===== src/rtl/fir_pkg.sv =====
// fir_pkg: shared constants, FSM state type and coefficient table for the
// 8-tap FIR MAC engine.
//   FIR_DATA_W / FIR_COEF_W : Q1.15 sample and coefficient widths
//   FIR_N_TAPS / FIR_TAP_W  : tap count and tap-index width (matches up_counter)
//   FIR_ACC_W               : accumulator width, 3 guard bits over the product
//   FIR_OUT_SHIFT           : accumulator-to-output scaling shift
package fir_pkg;

    localparam int FIR_DATA_W    = 16;
    localparam int FIR_COEF_W    = 16;
    localparam int FIR_N_TAPS    = 8;
    localparam int FIR_TAP_W     = 3;
    localparam int FIR_ACC_W     = FIR_DATA_W + FIR_COEF_W + 3;
    localparam int FIR_OUT_SHIFT = 15;

    typedef enum logic {
        ST_IDLE = 1'b0,
        ST_RUN  = 1'b1
    } fir_state_e;

    // Symmetric low-pass taps, Q1.15, summing to exactly 1.0.
    // Entry [k] is coefficient c_k.
    localparam logic [FIR_N_TAPS-1:0][FIR_COEF_W-1:0] FIR_COEF_TABLE = {
        16'h0400, 16'h0C00, 16'h1400, 16'h1C00,
        16'h1C00, 16'h1400, 16'h0C00, 16'h0400
    };

endpackage


===== src/rtl/fir_coef_rom.sv =====
// fir_coef_rom: combinational coefficient lookup for the FIR MAC engine.
//   addr : tap index 0..7
//   coef : signed Q1.15 coefficient for that tap
module fir_coef_rom
    import fir_pkg::*;
(
    input  logic        [FIR_TAP_W-1:0]  addr,
    output logic signed [FIR_COEF_W-1:0] coef
);

    always_comb begin
        coef = '0;
        case (addr)
            3'd0: coef = $signed(FIR_COEF_TABLE[0]);
            3'd1: coef = $signed(FIR_COEF_TABLE[1]);
            3'd2: coef = $signed(FIR_COEF_TABLE[2]);
            3'd3: coef = $signed(FIR_COEF_TABLE[3]);
            3'd4: coef = $signed(FIR_COEF_TABLE[4]);
            3'd5: coef = $signed(FIR_COEF_TABLE[5]);
            3'd6: coef = $signed(FIR_COEF_TABLE[6]);
            3'd7: coef = $signed(FIR_COEF_TABLE[7]);
            default: coef = '0;
        endcase
    end

endmodule


===== src/rtl/fir_mac_engine.sv =====
// fir_mac_engine: 8-tap FIR datapath, one signed multiply-accumulate per clk,
// tap index supplied by an external up_counter running at N*fs.
//   clk          : N*fs clock (shared with up_counter)
//   reset        : asynchronous, active-low; clears all state
//   clear        : synchronous clear of delay line, accumulator, pending; FSM to IDLE
//   sample_in    : signed input sample, qualified by sample_valid (1-clk strobe)
//   contador_up  : tap index 0..7; the edge with index 7 is the frame edge
//   sample_out   : filtered, rounded, saturated sample; held between updates
//   out_valid    : 1-clk pulse when sample_out updates
//   overrun      : 1-clk pulse when an unconsumed pending sample is overwritten
//   underrun     : 1-clk pulse when a RUN frame edge finds no sample available
module fir_mac_engine
    import fir_pkg::*;
#(
    parameter int DATA_W    = FIR_DATA_W,
    parameter int ACC_W     = FIR_ACC_W,
    parameter int OUT_SHIFT = FIR_OUT_SHIFT
) (
    input  logic                     clk,
    input  logic                     reset,
    input  logic                     clear,
    input  logic signed [DATA_W-1:0] sample_in,
    input  logic                     sample_valid,
    input  logic        [2:0]        contador_up,
    output logic signed [DATA_W-1:0] sample_out,
    output logic                     out_valid,
    output logic                     overrun,
    output logic                     underrun
);

    localparam int COEF_W = FIR_COEF_W;
    localparam int N_TAPS = FIR_N_TAPS;
    localparam int PROD_W = DATA_W + COEF_W;

    localparam logic signed [ACC_W-1:0] RND     = ACC_W'(2 ** (OUT_SHIFT - 1));
    localparam logic signed [ACC_W-1:0] SAT_MAX = ACC_W'((2 ** (DATA_W - 1)) - 1);
    localparam logic signed [ACC_W-1:0] SAT_MIN = ~SAT_MAX;

    logic signed [DATA_W-1:0] x_q [N_TAPS];
    logic signed [DATA_W-1:0] x_d [N_TAPS];
    logic signed [DATA_W-1:0] pend_data_q, pend_data_d;
    logic                     pend_flag_q, pend_flag_d;
    logic signed [ACC_W-1:0]  acc_q, acc_d;
    fir_state_e               state_q, state_d;
    logic signed [DATA_W-1:0] sample_out_q, sample_out_d;
    logic                     out_valid_q, out_valid_d;
    logic                     overrun_q, overrun_d;
    logic                     underrun_q, underrun_d;

    logic signed [COEF_W-1:0] coef;
    logic signed [PROD_W-1:0] prod;
    logic signed [ACC_W-1:0]  prod_ext;
    logic signed [ACC_W-1:0]  y_sum;
    logic signed [ACC_W-1:0]  y_shift;
    logic signed [DATA_W-1:0] y_sat;
    logic                     frame_edge;
    logic                     consume;

    fir_coef_rom u_coef_rom (
        .addr (contador_up),
        .coef (coef)
    );

    assign prod       = PROD_W'(x_q[contador_up]) * PROD_W'(coef);
    assign prod_ext   = ACC_W'(prod);
    assign y_sum      = acc_q + prod_ext;
    assign y_shift    = (y_sum + RND) >>> OUT_SHIFT;
    assign frame_edge = (contador_up == 3'(N_TAPS - 1));

    // In RUN every frame edge shifts the line (repeating pend_data on underrun);
    // in IDLE only when a sample is pending or arriving right now.
    assign consume = frame_edge && ((state_q == ST_RUN) || pend_flag_q || sample_valid);

    always_comb begin
        if (y_shift > SAT_MAX) begin
            y_sat = SAT_MAX[DATA_W-1:0];
        end else if (y_shift < SAT_MIN) begin
            y_sat = SAT_MIN[DATA_W-1:0];
        end else begin
            y_sat = y_shift[DATA_W-1:0];
        end
    end

    always_comb begin
        x_d          = x_q;
        pend_data_d  = pend_data_q;
        pend_flag_d  = pend_flag_q;
        acc_d        = acc_q;
        state_d      = state_q;
        sample_out_d = sample_out_q;
        out_valid_d  = 1'b0;
        overrun_d    = 1'b0;
        underrun_d   = 1'b0;

        if (clear) begin
            x_d         = '{default: '0};
            pend_data_d = '0;
            pend_flag_d = 1'b0;
            acc_d       = '0;
            state_d     = ST_IDLE;
        end else begin
            if (state_q == ST_RUN) begin
                acc_d = (contador_up == '0) ? prod_ext : y_sum;
                if (frame_edge) begin
                    sample_out_d = y_sat;
                    out_valid_d  = 1'b1;
                end
            end

            if (consume) begin
                for (int unsigned k = 1; k < N_TAPS; k++) begin
                    x_d[k] = x_q[k-1];
                end
                // Oldest pending sample wins; a coincident strobe either bypasses
                // straight in (nothing pending) or becomes the new pending sample.
                if (pend_flag_q) begin
                    x_d[0] = pend_data_q;
                end else if (sample_valid) begin
                    x_d[0] = sample_in;
                end else begin
                    x_d[0] = pend_data_q;
                end
                underrun_d = !pend_flag_q && !sample_valid;
                if (sample_valid) begin
                    pend_data_d = sample_in;
                    pend_flag_d = pend_flag_q;
                end else begin
                    pend_flag_d = 1'b0;
                end
                state_d = ST_RUN;
            end else if (sample_valid) begin
                pend_data_d = sample_in;
                pend_flag_d = 1'b1;
                overrun_d   = pend_flag_q;
            end
        end
    end

    always_ff @(posedge clk or negedge reset) begin
        if (!reset) begin
            x_q          <= '{default: '0};
            pend_data_q  <= '0;
            pend_flag_q  <= 1'b0;
            acc_q        <= '0;
            state_q      <= ST_IDLE;
            sample_out_q <= '0;
            out_valid_q  <= 1'b0;
            overrun_q    <= 1'b0;
            underrun_q   <= 1'b0;
        end else begin
            x_q          <= x_d;
            pend_data_q  <= pend_data_d;
            pend_flag_q  <= pend_flag_d;
            acc_q        <= acc_d;
            state_q      <= state_d;
            sample_out_q <= sample_out_d;
            out_valid_q  <= out_valid_d;
            overrun_q    <= overrun_d;
            underrun_q   <= underrun_d;
        end
    end

    assign sample_out = sample_out_q;
    assign out_valid  = out_valid_q;
    assign overrun    = overrun_q;
    assign underrun   = underrun_q;

endmodule


===== config.mk =====
export PLATFORM = sky130hd
export DESIGN_NAME = fir_mac_engine
export DESIGN_NICKNAME = d
export VERILOG_FILES = /design/src/rtl/fir_pkg.sv /design/src/rtl/fir_coef_rom.sv /design/src/rtl/fir_mac_engine.sv
export SDC_FILE = /design/constraint.sdc
export NUM_CORES = 1
export LEC_CHECK = 0
export ABC_AREA = 1
export CORE_MARGIN = 2
export CORE_UTILIZATION = 40
export CTS_CLUSTER_DIAMETER = 80
export DETAILED_ROUTE_END_ITERATION = 8
export SYNTH_ARGS = -nofsm -noshare
export SYNTH_HDL_FRONTEND = slang
export SYNTH_SLANG_ARGS = --single-unit

===== constraint.sdc =====
create_clock -name clk -period 10.3 [get_ports clk]
set_input_delay 1.03 -clock clk [delete_from_list [all_inputs] [get_ports clk]]
set_output_delay 1.03 -clock clk [all_outputs]
set_load 0.02 [all_outputs]

[Word level (Yosys, flattened, before mapping)]
Memories as Yosys holds them, arrays and structs flattened.
Cells that the tools add are included.
Storage, ports and cells
  register bits after elaboration: 200
  bits in latches: 0
  memory bits (writable): 0
  ROM bits: 16
  bits of input ports: 23
  output and inout bits: 19
  word-level logic and storage cells: 63
  memories: 1
Memories
  (name not given): depth 8, width 2, read ports 1, clocked after Yosys merged registers in 0, write ports 0, line fir_coef_rom.sv:13  | case (addr)
Cells by class
  $add $sub $neg: 2
  multiply operators: 1
  div/mod/pow operators: 0
  magnitude comparators: 3
  equal/unequal tests: 1
  shift-type cells: 0
  muxes and demuxes: 26
  bitwise operators: 2
  reductions and logical operators: 11
Operator list (number)
  128-bit 2-to-1 mux: 2
  16-bit 2-to-1 mux: 7
  35-bit 2-to-1 mux: 3
  16-bit binary-select mux with 3-bit select: 1
  35-bit by 16-bit adder with 35-bit output (second input constant): 1
  35-bit by 32-bit adder with 35-bit output: 1
  16-bit by 16-bit multiplier with 32-bit output: 1
  20-bit by 16-bit greater-than comparator with 1-bit output (second input constant): 1
  20-bit by 16-bit less-than comparator with 1-bit output (second input constant): 1
  1-bit 2-to-1 mux: 13
  4-bit >= comparator (second input constant): 1
  3-bit inverter with 4-bit output: 1
  2-bit nonzero test: 2
  3-bit equality test (second input constant): 1
  3-bit logical NOT: 1
  3-bit AND reduction: 1
  3-bit nonzero test: 1
  1-bit logical AND: 2
  1-bit logical NOT: 2
  1-bit logical OR: 2
  1-bit inverter: 1

[Depth between registers and ports, before layout]
Gate-level depths: netlist of the first run.
  depth in word-level cells: 10
  depth in mapped cells: 49
  depth with buffers taken out: 46

[Hierarchy]
From an unflattened synthesis of the first run, not the netlist that was laid out.
Unflattened totals
  cells, all modules: 2968
  area, all modules: 22416.5 um2
By module, submodules not included
  fir_mac_engine: instances 1, cells an instance 2943, area an instance 22270.1 um2, sequential area each 5004.8 um2
  fir_coef_rom: instances 1, cells an instance 25, area an instance 146.4 um2, sequential area each 0.0 um2

[Worst setup path after synthesis of the first run]
No wires, ideal clock.
  path type: input-to-reg
  start point: input port contador_up[0]
  end point: register sample_out_q[14], in the netlist sample_out[14]
  library setup time: 0.073 ns
  arrival time: 8.075 ns
  data required time: 10.227 ns
  slack: 2.152 ns
  cell stages on the path: 45
  path buffers: 3
  path through: buf_2 > inv_1 > clkbuf_1 > a21oi_1 > a2111oi_0 > nand2_1 > fa_1 > inv_1 > ha_1 > ha_1 > ha_1 > ha_1 > ha_1 > inv_1 > fa_1 > inv_1 > a21oi_1 > o21ai_0 > (+9 left out) > nor2_1 > inv_1 > nor2_1 > nand3_1 > nand4_1 > nand2_1 > inv_1 > nand2_1 > nor2_1 > nand3_1 > nand2_1 > nand2_1 > nor2_1 > nand2_1 > nand2_2 > buf_4 > nand2_1 > a21oi_2
Between the ends
  cells in the longest elaborated chain, start to end: 10
  elaborated cells on any way between the ends: 14
  classes of those cells: add/sub: 2; mul: 1; order compare: 2; eq/ne: 1; mux: 5; bitwise: 1; reduce/logical: 1; memory: 1
RTL lines
  from (decl): line fir_mac_engine.sv:24  | input logic [2:0] contador_up,
  3-bit inverter with 4-bit output (implied by the code): line fir_mac_engine.sv:64  | assign prod = PROD_W'(x_q[contador_up]) * PROD_W'(coef);
  16-bit binary-select mux with 3-bit select: line fir_mac_engine.sv:64
  16-bit 2-to-1 mux (implied by the code) (2 in a row): line fir_mac_engine.sv:64
  16-bit by 16-bit multiplier with 32-bit output: line fir_mac_engine.sv:64
  35-bit by 32-bit adder with 35-bit output: line fir_mac_engine.sv:66  | assign y_sum = acc_q + prod_ext;
  35-bit by 16-bit adder with 35-bit output: line fir_mac_engine.sv:67  | assign y_shift = (y_sum + RND) >>> OUT_SHIFT;
  20-bit by 16-bit less-than comparator with 1-bit output: line fir_mac_engine.sv:77  | end else if (y_shift < SAT_MIN) begin
  16-bit 2-to-1 mux: line fir_mac_engine.sv:77
  16-bit 2-to-1 mux: line fir_mac_engine.sv:75  | if (y_shift > SAT_MAX) begin
  to (signal assigned): line fir_mac_engine.sv:156  | sample_out_q <= sample_out_d;
  to (decl): line fir_mac_engine.sv:45  | logic signed [DATA_W-1:0] sample_out_q, sample_out_d;
Parallel ways exist; a longest one is shown, timed or not. The select of a mux whose other input is x is not followed.
A chain may end at the register's enable or synchronous reset.

[Worst setup path after layout of the first run]
  start point: input port contador_up[1]
  end point: register sample_out_q[14], in the netlist sample_out[14]
The elaborated chain is that of the path after synthesis.

==> results of run 1 <==
worst paths after layout:
path / startpoint / end / slack, ns / depth (start not counted)
setup / recovery: contador_up[1] / sample_out[14] / 1.15 / 45
hold / removal: sample_out[15] / sample_out[15] / 0.49 / 2
setup reg to reg: x_q[99] / sample_out[14] / 2.59 / 43
hold reg to reg: sample_out[15] / sample_out[15] / 0.49 / 2
max in group asynchronous: reset / x_q[38] / 7.65 / 3
min in group asynchronous: reset / acc_q[21] / 0.56 / 1
per-stage QoR:
stage          total power [uW]  hold WS, ns  worst slack (ns)
2_1_floorplan              1610        0.456              2.15
3_3_place_gp               1960        0.475             0.485
3_5_place_dp               1960        0.479             0.230
4_1_cts                    2660        0.498             0.682
5_1_grt                    2830        0.530             0.158
6_report                   2640        0.495              1.15
cell families after synthesis:
group | count (synthesis) | share of synthesized area (%)
buffers and inverters | 352 | 10.5
multiplexers | 16 | 1.25
AO/OA/AOI/OAI | 364 | 16.5
adder cells (fa/ha/maj) | 114 | 12.1
flip-flops | 190 | 37.0
XOR/XNOR | 34 | 2.32
AND/OR/NAND/NOR | 615 | 20.4
cell usage in the layout, fill, tap and decap left out, types with 13 or more instances in the layout:
| master | netlist | routed |
|---|---|---|
| o22ai_1 | 115 | 115 |
| nand3_1 | 72 | 72 |
| nand4_1 | 24 | 24 |
| buf_4 | 2 | 20 |
| dfrtp_1 | 190 | 190 |
| ha_1 | 97 | 97 |
| inv_1 | 277 | 277 |
| clkbuf_16 | 0 | 17 |
| o21ai_0 | 114 | 114 |
| fa_1 | 17 | 17 |
| nand2_2 | 14 | 14 |
| xor2_1 | 30 | 30 |
| nand2_1 | 347 | 345 |
| a21oi_1 | 79 | 79 |
| o211ai_1 | 28 | 28 |
| clkdlybuf4s50_1 | 0 | 39 |
| nor2_2 | 13 | 13 |
| nor2_1 | 120 | 120 |
| mux2i_1 | 16 | 16 |
final cells by class:
type | count | area [um2] | area share, %
Clock inverter | 14 | 161 | 1.13
Timing Repair Buffer | 60 | 554 | 3.89
Tap cell | 402 | 503 | 3.53
Inverter | 285 | 1070 | 7.50
Sequential cell | 190 | 4750 | 33.3
Multi-Input combinational cell | 1143 | 6780 | 47.5
Clock buffer | 18 | 439 | 3.08
layer usage:
metal / up-vias / wire length [um]
met2: 221 / 16300
met1: 5248 / 16000
met5: - / 0
met3: 44 / 1090
li1: 5565 / -
met4: 0 / 773
power by group:
part           switching, uW  leakage (uW)  total (uW)  internal [uW]
clock                    351      0.000296         687            336
sequential              22.5       0.00259         815            792
combinational            774       0.00423        1140            369
total                   1150       0.00712        2640           1500
registers in the layout, summed over array words and instances, names as in the netlist:
| name | count |
|---|---|
| x_q | 128 |
| acc_q | 25 |
| pend_flag_q | 1 |
| overrun | 1 |
| sample_out | 16 |
| out_valid | 1 |
| state_q | 1 |
| pend_data_q | 16 |
| underrun | 1 |
critical path: cells and delay by family:
family | cells | cell delay [ns]
fa+ha+maj | 7 | 2.20
buf+inv | 9 | 1.57
compound gates | 7 | 1.40
xor+xnor | 2 | 0.40
simple gates | 20 | 2.93
==> impl_metrics.py, run 1 <==
metrics = {
    "synthesis": {
        "syn_area_um2": 12900,
        "syn_inst": 1685,
        "yosys-top-cells-count": "nand2_1 (347), inv_1 (277), dfrtp_1 (190)",
        "yosysTopAreaCellShare_pct": 37.0,
        "avgSynthCellArea_um2": 7.63,
        "synth_edf_count": 0,
        "synth_seq_cells": 190,
        "synth.largest_area_cell": "dfrtp_1",
        "ys_seq_area_share_pct": 37.0,
        "syn_nets": 1822,
        "synth.most_common_cell": "nand2_1",
        "async_reset_ff_share_pct": 100,
        "ys.flop_type": "dfrtp_1",
        "synth_cell_types": 42,
        "yosys-top-cells-area": "dfrtp_1 (37%), nand2_1 (10%), ha_1 (9.4%), inv_1 (8.1%), o22ai_1 (5.6%)",
        "synth_warnings": 0,
    },
    "critical_path": {
        "crit_required_ns": 10.67,
        "cp.arrival_ns": 9.53,
        "crit_path_max_incr_delay_ns": 0.76,
        "endpoint_kind": "flip-flop",
        "cp-start-kind": "input pin",
        "critPathKind": "input pin to flip-flop",
        "slowest_stage": "clkdlybuf4s50_1",
        "path_max_fanout": 15,
    },
    "final_layout": {
        "antennaDiodeCount": 0,
        "design_area_um2": 14300,
        "num-nets-final": 1834,
        "finish.utilization_pct": 45.1,
        "areaGrowthSynthToFinish_pct": 10.9,
        "fin_cells": 2112,
        "layout-drive-gt1-share_pct": 6.78,
        "nFillCells": 3166,
    },
    "die": {
        "core_area_um2": 31600,
        "io_pins": 42,
        "start_util_pct": 40.6,
        "dieWidth_um": 183,
        "dieArea_um2": 33600,
        "die_h_um": 183,
        "row_count": 65,
    },
    "placement": {
        "dpl_cell_area_um2": 13700,
        "place_congestion": 0.964,
        "dp_cells": 2080,
        "dp_hpwl_um": 25200,
        "io_buffers": 41,
    },
    "routing": {
        "drt_wl_total_um": 34100,
        "drc": 0,
        "drt_iter0_markers": 834,
        "vias_per_cell": 5.25,
        "final_antenna_net_count": 0,
        "firstDrtPassIters": 5,
        "routedWlPerCell_um": 16.2,
        "vias": 11100,
    },
    "global_route": {
        "met1_usage_pct": 28.8,
        "grt_pass1_wl_um": 57200,
        "use_met2_pct": 35.7,
        "grt_max_degree": 107,
        "top_usage_layer": "met2",
        "grt_pass1_vias": 10900,
        "grt_util_all_layers_pct": 21.3,
        "antenna_found_initial": 0,
        "grt.met3_usage_pct": 2.74,
        "grt_overflow": 0,
    },
    "cts": {
        "cts_buffers": 17,
        "cts_hold_buf": 0,
        "clockRootBuffer": "clkbuf_16",
        "cts.repair.resized": 0,
        "clockBufferDepth": 2,
        "numClockSinks": 190,
        "clk_pin_slew_ns": 0.08,
        "cts_tree": "done",
        "insertion_delay_ns": 0.46,
        "htreeDepth": 4,
        "post_cts_buffers": 0,
    },
    "sta": {
        "maxSlewHeadroom_pct": 24.8,
        "fin_crit_ns": 9.15,
        "rsz0062_at_grt": "no",
        "max_freq_mhz": 109,
        "setup_viol": 0,
        "hold_viol": 0,
        "period_share_pct": 88.9,
        "slew_violations": 0,
        "clock_skew_ns": 0.0213,
        "worst_pin_slew_ns": 1.13,
        "setup_tns_ns": 0,
    },
    "pwr": {
        "vdd_ir_drop_max_v": 0.000133,
        "power_leakage_uw": 0.00712,
        "p_per_area_nw_per_um2": 185,
    },
    "outcome": {
        "status": "complete, no violations",
    },
    "flow_run": {
        "drv_cap": 0,
    },
    "hold_path": {
        "worstHoldPathType": "flip-flop to flip-flop",
    },
}
Power figures use the tool's default switching activity.
==> run 2: changes to the inputs <==
--- a/config.mk
+++ b/config.mk
@@ -10,6 +10,7 @@
 export CORE_UTILIZATION = 40
 export CTS_CLUSTER_DIAMETER = 80
 export DETAILED_ROUTE_END_ITERATION = 8
+export RECOVER_POWER = 25
 export SYNTH_ARGS = -nofsm -noshare
 export SYNTH_HDL_FRONTEND = slang
 export SYNTH_SLANG_ARGS = --single-unit
==> impl_metrics.py, run 2 (synthesis results as in run 1) <==
metrics = {
    "outcome": {
        "status": "complete, but fails checks",
        "violations": "max-capacitance violations, max-slew violations",
    },
    "cts": {
        "cts_hold_buf": 0,
        "cts_buffers": 17,
        "clockRootBuffer": "clkbuf_16",
        "cts_tree": "done",
        "htreeDepth": 4,
        "numClockSinks": 190,
        "insertion_delay_ns": 0.46,
        "clockBufferDepth": 2,
        "clk_pin_slew_ns": 0.08,
    },
    "pwr": {
        "power_leakage_uw": 0.00711,
        "p_per_area_nw_per_um2": 186,
        "vdd_ir_drop_max_v": 0.000133,
    },
    "final_layout": {
        "top_register": "x_q",
        "final_cell_mix": "nand2_1 (345), inv_1 (277), dfrtp_1 (190)",
        "layout-drive-gt1-share_pct": 6.67,
        "areaGrowthSynthToFinish_pct": 10.8,
        "fin_cells": 2112,
        "largest_registers": "x_q x128, acc_q x25",
        "largest_reg_flops": 128,
        "nFillCells": 3167,
        "antennaDiodeCount": 0,
        "mostFrequentLayoutCell": "nand2_1",
        "num-nets-final": 1834,
    },
    "placement": {
        "place_congestion": 0.964,
        "dp_cells": 2080,
        "dp_hpwl_um": 25200,
        "io_buffers": 41,
    },
    "sta": {
        "max_freq_mhz": 109,
        "worst_pin_slew_ns": 3.97,
        "setup_viol": 0,
        "hold_viol": 0,
        "rsz0062_at_grt": "no",
        "period_share_pct": 89.1,
        "slew_violations": 133,
        "fin_crit_ns": 9.18,
        "maxSlewHeadroom_pct": -165,
        "clock_skew_ns": 0.0227,
        "setup_tns_ns": 0,
    },
    "critical_path": {
        "slowest_stage": "clkdlybuf4s50_1",
        "cp.arrival_ns": 9.55,
        "r2r_cells": 43,
        "r2r-end": "sample_out[14]",
        "critPathKind": "input pin to flip-flop",
        "crit_required_ns": 10.68,
        "reg2reg_slack_ns": 2.60,
        "crit_path_max_incr_delay_ns": 0.77,
        "path_max_fanout": 15,
        "cp-start-kind": "input pin",
        "endpoint_kind": "flip-flop",
        "r2r-start": "x_q[99]",
    },
    "global_route": {
        "grt_pass1_wl_um": 57200,
        "grt_pass1_vias": 10900,
        "grt_util_all_layers_pct": 21.3,
        "antenna_found_initial": 0,
        "grt_max_degree": 107,
        "grt_overflow": 0,
    },
    "die": {
        "start_util_pct": 40.6,
        "dieArea_um2": 33600,
        "row_count": 65,
        "die_h_um": 183,
        "io_pins": 42,
        "core_area_um2": 31600,
        "dieWidth_um": 183,
    },
    "routing": {
        "drc": 0,
        "routedWlPerCell_um": 16.2,
        "firstDrtPassIters": 5,
        "vias_per_cell": 5.24,
        "drt_wl_total_um": 34200,
        "drt_iter0_markers": 851,
        "final_antenna_net_count": 0,
        "vias": 11100,
    },
    "hold_path": {
        "holdPathStages": 2,
        "holdCritStartpoint": "sample_out[15]",
        "worstHoldPathType": "flip-flop to flip-flop",
        "min_to": "sample_out[15]",
    },
    "flow_run": {
        "drv_cap": 2,
    },
}
[run 2: cell count changes in the layout (fill, tap and decap cells not counted), sizes merged]
cell,before,now
buf,20,19
clkdlybuf4s50,39,38
clkbuf,19,20
dlygate4sd3,0,1
[run 2: power breakdown]
group | internal, uW | switching (uW) | leakage (uW)
clock | 336 | 351 | 0.000296
combinational | 368 | 776 | 0.00422
sequential | 792 | 22.5 | 0.00259
[run 2: routing by layer]
layer  global-route usage [%]  share of wire, %
met3                     2.74               3.0
met2                     35.7                48
met1                     28.8                47
met5                        0                 0
met4                     6.27               2.1
[run 2: worst max-delay path: cells and delay by family]
family,cells,cell delay (ns)
AND/OR/NAND/NOR,20,2.93
adder cells (fa/ha/maj),7,2.20
buffers and inverters,9,1.59
AO/OA/AOI/OAI,7,1.40
XOR/XNOR,2,0.40
[run 2: per-stage QoR]
| step | hold WS (ns) | power [uW] | utilization [%] | area, um2 | worst slack, ns |
|---|---|---|---|---|---|
| floorplan | 0.456 | 1610 | - | 12900 | 2.15 |
| global placement | 0.475 | 1960 | 43.1 | 13700 | 0.485 |
| detailed placement | 0.479 | 1960 | 43.1 | 13700 | 0.230 |
| CTS | 0.498 | 2660 | 45.0 | 14300 | 0.682 |
| global route | 0.530 | 2830 | 45.0 | 14200 | 0.158 |
| finish | 0.495 | 2650 | 45.0 | 14200 | 1.12 |
[run 2: how the worst max path moves through the flow]
stage                        start             end  slack [ns]  cells past startpoint
detailed placement  contador_up[1]  sample_out[14]        0.23                     45
finish              contador_up[1]  sample_out[14]        1.12                     45
global route        contador_up[1]  sample_out[14]        0.16                     45
CTS                 contador_up[1]  sample_out[14]        0.68                     45
global placement    contador_up[1]   sample_out[0]        0.48                     39
floorplan           contador_up[0]  sample_out[14]        2.15                     45
[run 2: layout make-up]
| type | count | area [um2] | area share (%) |
|---|---|---|---|
| Tap cell | 402 | 503 | 3.53 |
| Sequential cell | 190 | 4750 | 33.4 |
| Multi-Input combinational cell | 1143 | 6780 | 47.6 |
| Clock inverter | 14 | 161 | 1.13 |
| Timing Repair Buffer | 60 | 541 | 3.79 |
| Clock buffer | 18 | 439 | 3.08 |
| Inverter | 285 | 1070 | 7.51 |
[run 2: repair_timing]
item,in CTS,in global routing
setup buffers,0,0
setup endpoints to repair,0,15
resized for setup,0,2
